[config.mk]
export PLATFORM = sky130hd
export DESIGN_NAME = video_timing_gen
export DESIGN_NICKNAME = d
export VERILOG_FILES = /design/src/rtl/video_timing_gen.sv
export SDC_FILE = /design/constraint.sdc
export NUM_CORES = 1
export LEC_CHECK = 0
export ABC_CLOCK_PERIOD_IN_PS = 2500
export CORE_MARGIN = 2
export CORE_UTILIZATION = 45
export DETAILED_ROUTE_END_ITERATION = 7
export GPL_TIMING_DRIVEN = 0
export PLACE_DENSITY = 0.86
export SYNTH_ARGS = -nofsm -noshare
export SYNTH_HDL_FRONTEND = slang
export SYNTH_SLANG_ARGS = --single-unit
[constraint.sdc]
create_clock -name clk -period 2.5 [get_ports clk]
set_clock_uncertainty 0.2 [all_clocks]
set_input_delay 0.5 -clock clk [delete_from_list [all_inputs] [get_ports clk]]
set_output_delay 0.5 -clock clk [all_outputs]
set_load 0.005 [all_outputs]
[src/rtl/video_timing_gen.sv]
// Raster timing generator: pixel/line counters, sync and display-enable with
// configurable delay, line/frame pulses, scanline compare interrupt and frame counter.
module video_timing_gen #(
   parameter int unsigned H_VISIBLE       = 640,
   parameter int unsigned H_FRONT_PORCH   = 16,
   parameter int unsigned H_SYNC_PULSE    = 96,
   parameter int unsigned H_BACK_PORCH    = 48,
   parameter int unsigned V_VISIBLE       = 480,
   parameter int unsigned V_FRONT_PORCH   = 10,
   parameter int unsigned V_SYNC_PULSE    = 2,
   parameter int unsigned V_BACK_PORCH    = 33,
   parameter logic        H_SYNC_POLARITY = 1'b0,
   parameter logic        V_SYNC_POLARITY = 1'b0,
   parameter int unsigned SYNC_DELAY      = 0
) (
   input  logic        clk,
   input  logic        reset_n_i,
   input  logic        enable_i,
   input  logic [10:0] line_cmp_i,
   input  logic        line_cmp_en_i,
   output logic [10:0] h_count_o,
   output logic [10:0] v_count_o,
   output logic        hsync_o,
   output logic        vsync_o,
   output logic        visible_o,
   output logic        end_of_line_o,
   output logic        end_of_frame_o,
   output logic        line_irq_o,
   output logic [15:0] scanline_o,
   output logic [7:0]  frame_count_o
);

   localparam int unsigned CW       = 11;
   localparam int unsigned H_TOTAL  = H_VISIBLE + H_FRONT_PORCH + H_SYNC_PULSE + H_BACK_PORCH;
   localparam int unsigned V_TOTAL  = V_VISIBLE + V_FRONT_PORCH + V_SYNC_PULSE + V_BACK_PORCH;
   localparam int unsigned HS_START = H_VISIBLE + H_FRONT_PORCH;
   localparam int unsigned HS_END   = HS_START + H_SYNC_PULSE;
   localparam int unsigned VS_START = V_VISIBLE + V_FRONT_PORCH;
   localparam int unsigned VS_END   = VS_START + V_SYNC_PULSE;
   localparam int unsigned STAGES   = SYNC_DELAY + 1;
   // Pipeline word layout: {hsync, vsync, visible}
   localparam logic [2:0]  IDLE     = {~H_SYNC_POLARITY, ~V_SYNC_POLARITY, 1'b0};

   if (H_TOTAL > 2048 || V_TOTAL > 2048 || SYNC_DELAY > 4) begin : g_bad_cfg
      $error("video_timing_gen: H/V total exceeds 2048 or SYNC_DELAY exceeds 4");
   end

   logic [CW-1:0] h_q, h_d, v_q, v_d;
   logic [7:0]    fc_q, fc_d;
   logic [2:0]    pipe_q [STAGES];
   logic [2:0]    pipe_d [STAGES];
   logic          h_wrap, v_wrap, hs_act, vs_act, vis_act;

   // Counter advance and sync/visible pipeline, all frozen while disabled
   always_comb begin
      h_d    = h_q;
      v_d    = v_q;
      fc_d   = fc_q;
      pipe_d = pipe_q;
      h_wrap  = (h_q == CW'(H_TOTAL - 1));
      v_wrap  = (v_q == CW'(V_TOTAL - 1));
      hs_act  = (32'(h_q) >= HS_START) && (32'(h_q) < HS_END);
      vs_act  = (32'(v_q) >= VS_START) && (32'(v_q) < VS_END);
      vis_act = (32'(h_q) < H_VISIBLE) && (32'(v_q) < V_VISIBLE);
      if (enable_i) begin
         h_d = h_wrap ? '0 : h_q + CW'(1);
         if (h_wrap) begin
            v_d = v_wrap ? '0 : v_q + CW'(1);
            if (v_wrap) fc_d = fc_q + 8'd1;
         end
         pipe_d[0] = {hs_act ? H_SYNC_POLARITY : ~H_SYNC_POLARITY,
                      vs_act ? V_SYNC_POLARITY : ~V_SYNC_POLARITY,
                      vis_act};
         for (int unsigned i = 1; i < STAGES; i++) pipe_d[i] = pipe_q[i-1];
      end
   end

   always_ff @(posedge clk or negedge reset_n_i) begin
      if (!reset_n_i) begin
         h_q  <= '0;
         v_q  <= '0;
         fc_q <= '0;
         for (int unsigned i = 0; i < STAGES; i++) pipe_q[i] <= IDLE;
      end else begin
         h_q    <= h_d;
         v_q    <= v_d;
         fc_q   <= fc_d;
         pipe_q <= pipe_d;
      end
   end

   assign h_count_o     = h_q;
   assign v_count_o     = v_q;
   assign frame_count_o = fc_q;
   assign hsync_o       = pipe_q[STAGES-1][2];
   assign vsync_o       = pipe_q[STAGES-1][1];
   assign visible_o     = pipe_q[STAGES-1][0];

   // Pulses decode the live counters so they line up with h_count_o, no delay
   assign end_of_line_o  = enable_i & h_wrap;
   assign end_of_frame_o = enable_i & h_wrap & v_wrap;
   assign line_irq_o     = enable_i & line_cmp_en_i & (h_q == CW'(H_VISIBLE)) & (v_q == line_cmp_i);
   assign scanline_o     = {32'(v_q) >= V_VISIBLE, 32'(h_q) >= H_VISIBLE, 3'b000, v_q};

endmodule

# [Yosys cells after proc, flatten, opt, wreduce, memory -nomap -nowiden]
# Index checks and enable logic that the tools add are counted.
# Widths: inputs -> output; s select.
[op_classes] reduce_logical=5 add_sub_neg=3 order_cmp=8 bitwise_logic=5 n_eq_ne=4 mux=4
[ops] op="$eq 11x10->1 const B" count=3
[ops] op="$add 11x1->11 const B" count=2
[ops] op="$ge 11x10->1 const B" count=2
[ops] op="$ge 11x9->1 const B" count=2
[ops] op="$lt 11x10->1 const B" count=2
[ops] op="$lt 11x9->1 const B" count=2
[ops] op="$mux 11" count=2
[ops] op="$eq 11x11->1" count=1
[ops] op="$add 8x1->8 const B" count=1
[ops] op="$and 1x1->1" count=5
[ops] op="$logic_and 1x1->1" count=3
[ops] op="$reduce_and 3->1" count=1
[ops] op="$mux 1" count=2
[ops] op="$reduce_and 2->1" count=1
[word_totals] in_bits=15 reg_bits=33 wordCells=33 output_inout_bits=52

# [Logic depth before layout (Yosys ltp)]
# Gate-level depths: netlist of the first run.
[logic_depth] ltp_word=3 ltp_mapped=8 mapped_depth_nobuf=6

# [Least setup slack after synthesis of the first run]
# Ideal clock, no wire load.
[synth_path] kind="register to output" from="reg h_q[0] (netlist: h_count_o[0])" to="out end_of_line_o" t_required_ns=1.800 path_buffers=2 t_arrival_ns=1.575 path_slack_ns=0.225 path_stages_with_launch=7 cell_sequence="dfrtp_1 > ha_1 > nand2_1 > or4_1 > clkbuf_2 > inv_2 > buf_2"
[synth_between] elab_chain_cells=2
[synth_rtl] element="start: declaration" line_no="48" source="logic [CW-1:0] h_q, h_d, v_q, v_d;"
[synth_rtl] element="start signal: assignment" line_no="80" source="h_q <= '0;"
[synth_rtl] element="start signal: assignment" line_no="85" source="h_q <= h_d;"
[synth_rtl] element="$eq 11x10->1" line_no="60" source="h_wrap = (h_q == CW'(H_TOTAL - 1));"
[synth_rtl] element="$and 1x1->1" line_no="100" source="assign end_of_line_o = enable_i & h_wrap;"
[synth_rtl] element="end: declaration" line_no="26" source="output logic end_of_line_o,"
# No other way between the ends.

# [Worst setup path in the final report of the first run]
[layout_path] from="reg v_q[6] (netlist: v_count_o[6])" to="out line_irq_o"
[layout_between] elab_chain_cells=2
[layout_rtl] element="start: declaration" line_no="48"
[layout_rtl] element="start signal: assignment" line_no="86" source="v_q <= v_d;"
[layout_rtl] element="$eq 11x11->1" line_no="102" source="assign line_irq_o = enable_i & line_cmp_en_i & (h_q == CW'(H_VISIBLE)) & (v_q == line_cmp_i);"
[layout_rtl] element="$and 1x1->1" line_no="102"
[layout_rtl] element="end: declaration" line_no="28" source="output logic line_irq_o,"
# No other way between the ends.

==> implementation parameters, run 1 <==
Parameter                              Value

Timing
  Clock period minus worst slack    2510 ps
  # setup viols final    1
  Slew at the pin closest to its max-slew limit    722 ps
  Achievable clock frequency    0.398 GHz
  Unrepaired setup endpoints after global routing    yes
  Final number of max-transition violations    0
  Final clock period utilization by the worst path    101%
  Post-route setup TNS    -13.0 ps
  Final hold violation count    0
  Worst Slack Setup Final    -13.0 ps
  Worst max-slew margin expressed relative to the limit    51.8%

Routing
  Vias    between 1500 and 2000
  Detailed Route WL    ~5800 um
  Iteration-0 DRC count of the detailed router    186
  Per-cell via count in the routed design    5.53
  Antenna violation net count after detailed routing    0
  Drc violations    0
  Wire length per cell    16.7 um
  Drt first pass iters    4

Outcome
  Outcome    finished, violations left
  Violations in the final reports    negative setup slack

Layout
  Post-layout nets    314
  Area delta synth->final    47.1%
  Layout cell share with drive strength beyond 1    26.9%
  Antenna diode instance count    0

Floorplanning
  Placeable core region    0.00435 mm2
  Height of the die    71.4 um
  Std cell rows    24
  Die X    71.4 um
  Total I/O pin count    67
  Initial Util    46.9%
  Die area    0.00510 mm2

Synth
  Yosys warnings    0
  Post-Syn Area per Cell    9.68 um2
  Primary FF master, synth    dfrtp_1
  Number of synthesized register bits    33
  Cell with the most instances after synthesis    dfrtp_1
  Most area-consuming cells after synthesis    dfrtp_1 38%, xnor2_1 6.0%, buf_4 5.1%
  Distinct cells, synth    47
  Largest area contributor in the netlist    dfrtp_1
  Mapped cell area    0.00204 mm2
  Fraction of the yosys area taken by sequential cells    40.5%
  Portion of synthesized cell area occupied by the leading cell type    between 30% and 40%
  Most instantiated cells after synthesis    31 x dfrtp_1, 17 x nand2_1, 14 x buf_4, 14 x xnor2_1, 13 x nand3_1
  Count of flip-flops with a built-in enable after synthesis    0
  Syn Inst Count    211
  Proportion of synthesized flip-flops having asynchronous set or reset    100%

Place
  RD Place Congestion    ~0.86
  Post-place setup slack    -967 ps
  Buffers added on ports    63
  Detailed-placement wirelength estimate    3710 um

Critical path
  Kind of start point of the critical path    flop
  Number of cells traversed by the worst register-to-register path    6
  Type of element capturing the critical path    output port
  R2r endpoint    frame_count_o[7]
  Worst Path Class, Setup    reg2out
  Setup slack of the worst register-to-register path    140 ps
  Largest fanout of any net on the critical path    2
  Worst path required time    1800 ps
  Arrival time of the worst setup path    1810 ps
  Critical R2R Launch    h_count_o[7]

Clocking
  Number of buffers created by CTS    5
  Clk pin slew, worst setup/hold paths    60 ps
  Clock root buffer    clkbuf_8
  Maximum level of the CTS H-tree    2
  Num Clock Sinks    33
  Later-pin clock latency in the skew report    290 ps
  Buffer depth of the longest clock path    2
  TritonCTS clock tree    done

Global routing
  Overall track demand over capacity in global routing    23.7%
  First-pass GRT wire length    9440 um
  Overall overflow remaining after global route    0
  Pin count of the biggest net entering global routing    34
  Number of antenna violations at the first check in global routing    0
  Via count of the first global-routing pass    1877

Power
  Power per cell area    456 mW/mm2
  LEAKAGE    0.00131 uW
  Maximum resistive drop on vdd    0.380 mV

Job
  Max Cap Viol    0

Worst hold path
  Class of the most critical hold timing path    in2async
stage by stage:
stage	area, um2	hold slack, ps	total power (uW)	cells	utilization (%)
floorplan	2050	4.41	844	213	-
global placement	2750	258	992	328	63.1
detailed placement	2740	259	1000	328	63.0
CTS	2990	104	1360	347	68.6
global route	3010	126	1430	346	69.0
finish	3010	64.3	1370	346	69.0
cells in the final DEF (no fill, tap or decap), types with 2 or more instances in the layout:
cell and count:
a21oi_1 4, and4_1 3, buf_2 2, buf_4 28, buf_6 5, clkbuf_1 5, clkbuf_8 5, clkdlybuf4s15_1 2
clkdlybuf4s50_1 54, conb_1 3, dfrtp_1 18, dfrtp_2 13, dfstp_2 2, dlygate4sd2_1 3, ha_1 4, inv_1 6
inv_2 3, mux2_2 2, mux2i_1 2, nand2_1 16, nand2b_1 3, nand3_1 13, nand4_1 10, nor2_1 6
nor3_1 7, nor4_2 4, o211ai_1 3, o21ai_0 10, or3_1 3, or4_1 3, xnor2_1 14, xor2_1 12
what timing repair did:
action | CTS | global route
setup buffers | 14 | 0
hold endpoints to repair | 0 | 0
hold buffers | 0 | 0
endpoints found under the setup margin | 4 | 4
pin swaps | 8 | 3
resized for setup | 50 | 11
per-layer routing:
| layer | global-route usage (%) | wire length [um] |
|---|---|---|
| met1 | 31.6 | 2320 |
| met2 | 38.6 | 2970 |
| met3 | 4.64 | 408 |
| met4 | 8.18 | 65 |
| met5 | 0 | 0 |
report_power, final:
part,leakage (uW),total (uW),switching (uW),internal (uW)
combinational,0.000876,347,145,202
sequential,0.000392,641,63.2,578
clock,0.0000395,382,185,198
flip-flops by register name, indices dropped and copies added, names as in the netlist:
signal and flops:
h_count_o 11, v_count_o 11, frame_count_o 8, pipe_q 3
critical path, cell delays in order, from the launching register on:
cell     delay, ps
dfrtp_2        420
xor2_1         160
nor4_2         300
nand4_1        190
nor4_4         310
buf_2          150
cells by family after synthesis:
| logic type | count (synthesis) | share of synthesized area, % |
|---|---|---|
| simple gates | 84 | 24.3 |
| flops | 33 | 40.5 |
| buf+inv | 33 | 10.9 |
| xor+xnor | 26 | 11.1 |
| compound gates | 24 | 7.17 |
| fa+ha+maj | 6 | 3.67 |
| mux | 4 | 2.08 |
| other cells | 1 | 0.184 |
worst max path at each step:
stage                      start             to  slack, ps  cells after the start
CTS                 h_count_o[5]  end_of_line_o        -40                      6
detailed placement      enable_i     line_irq_o       -970                      5
floorplan           h_count_o[0]  end_of_line_o        230                      6
global route        v_count_o[6]     line_irq_o        -70                      5
finish              v_count_o[6]     line_irq_o        -10                      5
global placement        enable_i     line_irq_o       -930                      5
area by class of cell:
cell class / count / area (um2)
buffer: 19 / 146
clock buffer: 8 / 80.1
fill: 323 / 1350
inverter: 10 / 45.0
multi-input combinational: 147 / 1100
sequential: 33 / 845
tap: 52 / 65.1
timing repair buffer: 77 / 724
(Power assumes the default switching activity.)
==> run 2, diff against run 1 <==
--- a/config.mk
+++ b/config.mk
@@ -8,6 +8,7 @@
 export ABC_CLOCK_PERIOD_IN_PS = 2500
 export CORE_MARGIN = 2
 export CORE_UTILIZATION = 45
+export CTS_CLUSTER_DIAMETER = 30
 export DETAILED_ROUTE_END_ITERATION = 7
 export GPL_TIMING_DRIVEN = 0
 export PLACE_DENSITY = 0.86
==> results of run 2 <==
Same layout as run 1: the final DEF is identical, and so are final timing and power.
==> run 3, diff against run 2 <==
--- a/config.mk
+++ b/config.mk
@@ -6,12 +6,13 @@
 export NUM_CORES = 1
 export LEC_CHECK = 0
 export ABC_CLOCK_PERIOD_IN_PS = 2500
-export CORE_MARGIN = 2
+export CORE_MARGIN = 5
 export CORE_UTILIZATION = 45
 export CTS_CLUSTER_DIAMETER = 30
 export DETAILED_ROUTE_END_ITERATION = 7
 export GPL_TIMING_DRIVEN = 0
 export PLACE_DENSITY = 0.86
+export SLEW_MARGIN = 20
 export SYNTH_ARGS = -nofsm -noshare
 export SYNTH_HDL_FRONTEND = slang
 export SYNTH_SLANG_ARGS = --single-unit
==> implementation parameters, run 3 (synthesis results as in run 1) <==
Parameter                              Value

Outcome
  Outcome    finished, violations left
  Violations in the final reports    negative setup slack

Layout
  Post-layout nets    322 (+2.5%)
  Leading cell type in the layout, fill and taps excluded    clkdlybuf4s50_1
  Count of fill cells added during filler insertion    322 (-0.31%)
  Final design area excluding fillers    0.00307 mm2 (+2.0%)
  Area delta synth->final    50.0%
  Layout cell share with drive strength beyond 1    28.1% (+1.3 points)
  Leading cell types in the layout, fill and taps excluded    54 x clkdlybuf4s50_1, 34 x buf_4, 18 x dfrtp_1
  Antenna diode instance count    0 (unchanged)

Critical path
  Worst Setup SP    enable_i
  Kind of start point of the critical path    primary input
  Largest fanout of any net on the critical path    4 (+2)
  Delay of the slowest cell on the worst path    550 ps (+130 ps)
  Type of element capturing the critical path    output port
  Arrival time of the worst setup path    1830 ps (+20 ps)
  Worst path required time    1800 ps (about the same)
  Cells along the critical path    clkdlybuf4s15_1 -> inv_2 -> or4b_4 -> nor4_2 -> buf_2
  Total buffers and inverters traversed by the critical path    3 (+2)
  Critical R2R Launch    h_count_o[7]
  Family with the most delay on the worst path    simple AND/OR/NAND/NOR gates
  Crit-path slowest cell    or4b_4
  Worst Path Class, Setup    in2out

Place
  Cell area reported after detailed placement    0.00277 mm2 (+1.0%)
  Buffers added on ports    63 (unchanged)
  Post-place setup slack    -873 ps (+93.8 ps)
  RD Place Congestion    0.876 (+1.9%)
  Detailed-placement wirelength estimate    4040 um (+9.0%)

Floorplanning
  Die X    77.4 um (+8.4%)
  Initial Util    46.6% (-0.32 points)
  Placeable core region    0.00438 mm2 (+0.69%)
  Std cell rows    24 (unchanged)
  Height of the die    77.4 um (+8.4%)
  Total I/O pin count    67 (unchanged)
  Die area    0.00599 mm2 (+18%)

Global routing
  Overall track demand over capacity in global routing    19.9% (-3.7 points)
  First-pass GRT wire length    9630 um (+2.0%)
  Overall overflow remaining after global route    0 (unchanged)
  Pin count of the biggest net entering global routing    20 (-41%)
  Via count of the first global-routing pass    1910 (+1.8%)
  Number of antenna violations at the first check in global routing    0 (unchanged)

Clocking
  Maximum level of the CTS H-tree    2 (unchanged)
  Clock root buffer    clkbuf_8
  Clk pin slew, worst setup/hold paths    60 ps (about the same)
  Buffer depth of the longest clock path    2 (unchanged)
  Later-pin clock latency in the skew report    290 ps (about the same)
  Num Clock Sinks    33 (unchanged)
  TritonCTS clock tree    done
  Number of buffers created by CTS    5 (unchanged)

Power
  LEAKAGE    0.00135 uW (+3.3%)
  Maximum resistive drop on vdd    0.379 mV (-0.44%)
  Power per cell area    447 mW/mm2 (-1.9%)

Routing
  Wire length per cell    16.9 um (+1.3%)
  Vias    1964 (+2.7%)
  Per-cell via count in the routed design    5.55 (+0.35%)
  Drt first pass iters    4 (unchanged)
  Detailed Route WL    5980 um (+3.7%)
  Drc violations    0 (unchanged)
  Iteration-0 DRC count of the detailed router    222 (+19%)
  Antenna violation net count after detailed routing    0 (unchanged)

Timing
  Final number of max-transition violations    0 (unchanged)
  Unrepaired setup endpoints after global routing    yes
  Achievable clock frequency    0.395 GHz (-0.80%)
  # setup viols final    1 (unchanged)
  Clock period minus worst slack    2530 ps (+20.2 ps)
  Worst max-slew margin expressed relative to the limit    65.8% (+14 points)
  Final clock period utilization by the worst path    101% (+0.81 points)
  Post-route setup TNS    -33.2 ps (-20.2 ps)
  Slew at the pin closest to its max-slew limit    513 ps (-210 ps)
  Final hold violation count    0 (unchanged)
  Worst Slack Setup Final    -33.2 ps (-20.2 ps)

Job
  Max Cap Viol    0 (unchanged)

Worst hold path
  Class of the most critical hold timing path    reg2reg
  Hold_sp    frame_count_o[7]
run 3: timing repair:
item	4_1_cts	5_1_grt
hold buffers	1	0
endpoints found under the hold margin	13	0
gates resized for setup	48	9
setup endpoints to repair	5	5
pin swaps	7	4
buffers inserted	14	6
run 3: worst paths after layout:
kind	end	slack, ps	cells after the start
min	frame_count_o[7]	270	1
max reg2reg	frame_count_o[7]	190	6
max in group asynchronous	pipe_q[1]	1130	3
min in group asynchronous	h_count_o[2]	470	2
min reg2reg	frame_count_o[7]	270	1
max	line_irq_o	-30	5
run 3: worst register-to-register path, cell delays in order, from the launching register on:
cell,delay [ps]
dfrtp_2,410
buf_4,170
or3b_1,380
or4_1,420
buf_6,160
nor4_2,310
xor2_1,180
run 3: where the power goes:
| part | switching (uW) | internal, uW | total (uW) |
|---|---|---|---|
| Sequential | 56.4 | 578 | 634 |
| Combinational | 145 | 205 | 351 |
| Clock | 189 | 197 | 386 |
run 3: through the flow:
stage	utilization (%)	hold slack (ps)	power, uW	std cells
global placement	62.6	259	990	328
global route	69.9	291	1430	354
detailed placement	63.2	239	1010	329
floorplan	-	4.41	844	213
CTS	68.8	274	1370	349
finish	69.9	270	1370	354
run 3: layout make-up:
type / count / area (um2) / area share (%)
Multi-Input combinational cell: 147 / 1070 / 35.1
Sequential cell: 33 / 845 / 27.6
Timing Repair Buffer: 85 / 810 / 26.4
Buffer: 19 / 146 / 4.78
Clock buffer: 8 / 80.1 / 2.61
Tap cell: 52 / 65.1 / 2.12
Inverter: 10 / 45.0 / 1.47
run 3: routing by layer:
metal  vias to the layer above  track usage [%]  share of wire, %
met2                       100             32.2                48
met1                       942             26.6                42
met3                        10             3.94               8.1
met5                         -                0                 0
li1                        912                -                 -
met4                         0             7.39               1.7
==> variant 1: new RTL, config.mk and constraints of run 2 <==
Put a register stage on the outputs `hsync_o`, `vsync_o`, `visible_o`, `end_of_line_o`, `end_of_frame_o`, `line_irq_o` and `scanline_o`, without a reset. The values now appear one clock later. The other outputs are not delayed to match.
--- a/src/rtl/video_timing_gen.sv
+++ b/src/rtl/video_timing_gen.sv
@@ -93,13 +93,15 @@
    assign v_count_o     = v_q;
    assign frame_count_o = fc_q;
-   assign hsync_o       = pipe_q[STAGES-1][2];
-   assign vsync_o       = pipe_q[STAGES-1][1];
-   assign visible_o     = pipe_q[STAGES-1][0];
 
    // Pulses decode the live counters so they line up with h_count_o, no delay
-   assign end_of_line_o  = enable_i & h_wrap;
-   assign end_of_frame_o = enable_i & h_wrap & v_wrap;
-   assign line_irq_o     = enable_i & line_cmp_en_i & (h_q == CW'(H_VISIBLE)) & (v_q == line_cmp_i);
-   assign scanline_o     = {32'(v_q) >= V_VISIBLE, 32'(h_q) >= H_VISIBLE, 3'b000, v_q};
+   always_ff @(posedge clk) begin
+      hsync_o        <= pipe_q[STAGES-1][2];
+      vsync_o        <= pipe_q[STAGES-1][1];
+      visible_o      <= pipe_q[STAGES-1][0];
+      end_of_line_o  <= enable_i & h_wrap;
+      end_of_frame_o <= enable_i & h_wrap & v_wrap;
+      line_irq_o     <= enable_i & line_cmp_en_i & (h_q == CW'(H_VISIBLE)) & (v_q == line_cmp_i);
+      scanline_o     <= {32'(v_q) >= V_VISIBLE, 32'(h_q) >= H_VISIBLE, 3'b000, v_q};
+   end
 
 endmodule
Check against the original RTL: not equivalent (Yosys sat finds a counterexample within 4 cycles, from zero or initial values and one cycle with reset_n_i low).
==> variant 1 against run 2 <==
- critical path depth increased by 1
- utilization shrank 2.4 points
- sequential cell count up 19
- design area rose by 6.2%
- setup slack improved by 59 ps
- critical path type is now flip-flop to flip-flop
- critical endpoint is now frame_count_o[1]
- wire length down 5.4%
- synthesized area grew 11%
- largest cell class is now flip-flops and latches
- power up 32%
==> variant 1: results (changes against run 2) <==
place.gp.congestion: 0.892  # +3.7%
use_met2_pct: 33.0  # -5.5 points
status: "finished clean"
placed_area_um2: 2990  # +9.1%
hpwl_mm: 3.78  # +2.0%
sh_seq_area_pct: 37.9  # +9.8 points
n_multi_input_combinational_cell: 138  # -6.1%
clk_pin_slew_ps: 100  # +40 ps
yosys-top-cells-area: "dfrtp_1 (34%), dfxtp_1 (17%), xnor2_1 (6.2%), xor2_1 (5.8%), ha_1 (3.3%)"
ys_seq_area_share_pct: 53.2  # +13 points
num-nonclk-buffers: 80  # -17%
vias: 1835  # -4.1%
first_iter_violations: 158  # -15%
grt_use_met3_pct: 4.82  # +0.18 points
p_leak_nw: 1.41  # +8.1%
grt_util_met1_pct: 25.0  # -6.6 points
clock_latency_ps: 310  # +20 ps
inv_count: 13  # +3
multi_input_area_share_pct: 30.8  # -5.8 points
synthArstFlopShare_pct: 63.5  # -37 points
layout_setup_ws_ps: 45.9  # +58.9 ps
areaGrowthSynthToFinish_pct: 40.3
critical_path.slowest_cell: "or4b_4"
wl_mm: 5.45  # -5.4%
drive_gt1_share_pct: 11.7  # -15 points
synth_cells: 213  # +0.95%
peakVddDrop_uv: 357  # -6.1%
post-place-ws_ps: -347  # +620 ps
met3_length_um: 345  # -15%
r2r-start: "h_count_o[5]"
nets: 311  # -0.96%
p_sw_share_pct: 26.2  # -2.5 points
clock_buffers: 7  # -1
track_usage_pct: 19.9  # -3.8 points
final_cells: 358  # +3.5%
grt_pass1_wl_mm: 8.32  # -12%
clock_area_share_pct: 3.65  # +0.98 points
grt_pass1_vias: 1743  # -7.1%
clock-sinks: 52  # +58%
synth.distinct_cells: 39  # -17%
slew_headroom_pct: 50.0  # -1.9 points
-- variant 1: changes by cell type in the layout (fill, tap and decap cells not counted), sizes merged, moves of 4 or more --
cell / delta
buf: -22
clkdlybuf4s50: +8
dfxtp: +19
nand2: -8
nor2: +6
or4: -4
-- variant 1: power groups by stage --
stage | Clock, mW | Combinational, mW | Sequential [mW]
after global routing | 0.616 | 0.329 | 0.955
after global placement | 0 | 0.269 | 0.958
after CTS | 0.584 | 0.280 | 0.943
after floorplan | 0 | 0.133 | 0.953
final | 0.574 | 0.296 | 0.945
after detailed placement | 0 | 0.276 | 0.962
-- variant 1: what timing repair did --
item,4_1_cts,5_1_grt
hold endpoints to repair,0,0
gates resized for setup,5,6
pin swaps,2,5
hold buffers,0,0
cloned,0,0
setup buffers,0,5
setup endpoints to repair,3,9
-- variant 1: worst min-delay path by stage --
| stage | startpoint | to | cells after the start |
|---|---|---|---|
| after floorplan | reset_n_i | frame_count_o[0] | 0 |
| after CTS | reset_n_i | pipe_q[0] | 1 |
| after global placement | pipe_q[0] | visible_o | 0 |
| after detailed placement | pipe_q[0] | visible_o | 0 |
| after global routing | reset_n_i | pipe_q[0] | 1 |
| final | reset_n_i | h_count_o[7] | 1 |
-- variant 1: cell families (layout without fill, tap and decap cells) --
logic type                 after synthesis  in the layout  share of synthesized area (%)
DFF                                     52             52                           53.2
adders and majority gates                6              6                           3.30
and+or+nand+nor                         78             78                           20.1
other                                    1              3                          0.165
AOI/OAI and AO/OA                       17             17                           4.46
muxes                                    3              3                           1.38
buffers and inverters                   25            101                           5.50
xor gates and xnor gates                31             31                           11.9
-- variant 1: worst reg2reg max path, stage by stage (launching register included) --
cell	delay [ps]
dfrtp_1	410
buf_6	140
or4b_4	550
or3_4	380
buf_6	140
nor2_4	170
mux2_2	350
==> variant 2: new RTL, flow settings as in run 2 <==
Made on the original files. Change the parameter `V_SYNC_POLARITY` from 1'b0 to 1'b1.
--- a/src/rtl/video_timing_gen.sv
+++ b/src/rtl/video_timing_gen.sv
@@ -11,5 +11,5 @@
    parameter int unsigned V_BACK_PORCH    = 33,
    parameter logic        H_SYNC_POLARITY = 1'b0,
-   parameter logic        V_SYNC_POLARITY = 1'b0,
+   parameter logic        V_SYNC_POLARITY = 1'b1,
    parameter int unsigned SYNC_DELAY      = 0
 ) (
Check against the original RTL: not equivalent (a bounded check fails within 4 cycles, from zero or initial values and one cycle with reset_n_i low).
==> variant 2 against run 2 <==
- power rose by 2.1%
- design area rose by 3.4%
- wire length rose by 11%
- synthesized cell count fell by 3.3%
- via count rose by 3.9%
- setup slack improved by 22 ps
- sequential cell count did not move
- synthesized area fell by 1.8%
- clock power rose by 6.0%
- largest power group unchanged
- hold slack improved by 5.0 ps
- sequential power fell by 4.8%
- utilization rose by 2.8 points
==> variant 2: results (changes against run 2) <==
grt_pass1_wl_mm: 9.21  # -2.4%
crit_family: "buffers and inverters"
sh_seq_area_pct: 27.0  # -1.1 points
yosys-top-cells-area: "dfrtp_1 (40%), xor2_1 (7.4%), xnor2_1 (6.1%), buf_4 (5.2%), nand4_1 (4.1%)"
endpoint: "scanline_o[15]"
wl_mm: 6.38  # +11%
dp_cells: 321  # -2.1%
critical_path.slowest_cell: "clkdlybuf4s50_1"
avgSynthCellArea_um2: 9.84  # +1.6%
routedWlPerCell_um: 17.5  # +5.2%
layout_setup_ws_ps: 8.93  # +21.9 ps
drive_gt1_share_pct: 31.1  # +4.2 points
nets: 332  # +5.7%
cts-resized-gates: 30  # -40%
synth.distinct_cells: 40  # -15%
synthTopCellsByCount: "dfrtp_1 (32), xor2_1 (17), buf_4 (14), xnor2_1 (14)"
worstMarginPinSlew_ps: 758  # +35.3 ps
post-place-ws_ps: -624  # +343 ps
p_sw_share_pct: 30.7  # +2.0 points
cp_max_fo: 6  # +4
num-nonclk-buffers: 122  # +27%
ys_seq_area_share_pct: 41.2  # +0.67 points
status: "finished clean"
placed_area_um2: 2710  # -1.3%
arrival_ps: 1790  # -20 ps
clk_pin_slew_ps: 80  # +20 ps
first_iter_violations: 153  # -18%
hpwl_mm: 3.51  # -5.3%
peakVddDrop_uv: 281  # -26%
rr_endpoint: "h_count_o[9]"
clkPwrFrac_pct: 28.9  # +1.0 points
r2r_slack_ps: 70  # -70 ps
seq-power_mw: 0.610  # -4.8%
p_leak_nw: 1.44  # +10%
nFillCells: 305  # -5.6%
multi_input_area_um2: 1030  # -6.5%
place.gp.congestion: 0.873  # +1.5%
variant 2: layer usage:
layer  routed length (um)  global-route usage, %
met1                 2580                   30.0
met2                 3100                   39.0
met3                  463                   5.13
met4                  241                   9.22
met5                    0                      0
variant 2: logic make-up (layout without fill, tap and decap cells):
group | count (synthesis) | in the layout | share of synthesized area (%)
mux | 2 | 2 | 1.06
flops | 33 | 33 | 41.2
simple gates | 78 | 78 | 24.8
xor+xnor | 31 | 31 | 13.5
buf+inv | 34 | 140 | 10.1
other cells | 1 | 3 | 0.187
fa+ha+maj | 6 | 6 | 3.74
compound gates | 19 | 19 | 5.36
variant 2: metrics by stage:
stage / utilization [%] / TNS, ps
global placement: 62.7 / -1710
finish: 71.8 / 0
global route: 71.8 / -67.5
detailed placement: 62.6 / -1760
floorplan: - / 0
CTS: 67.9 / -22.7
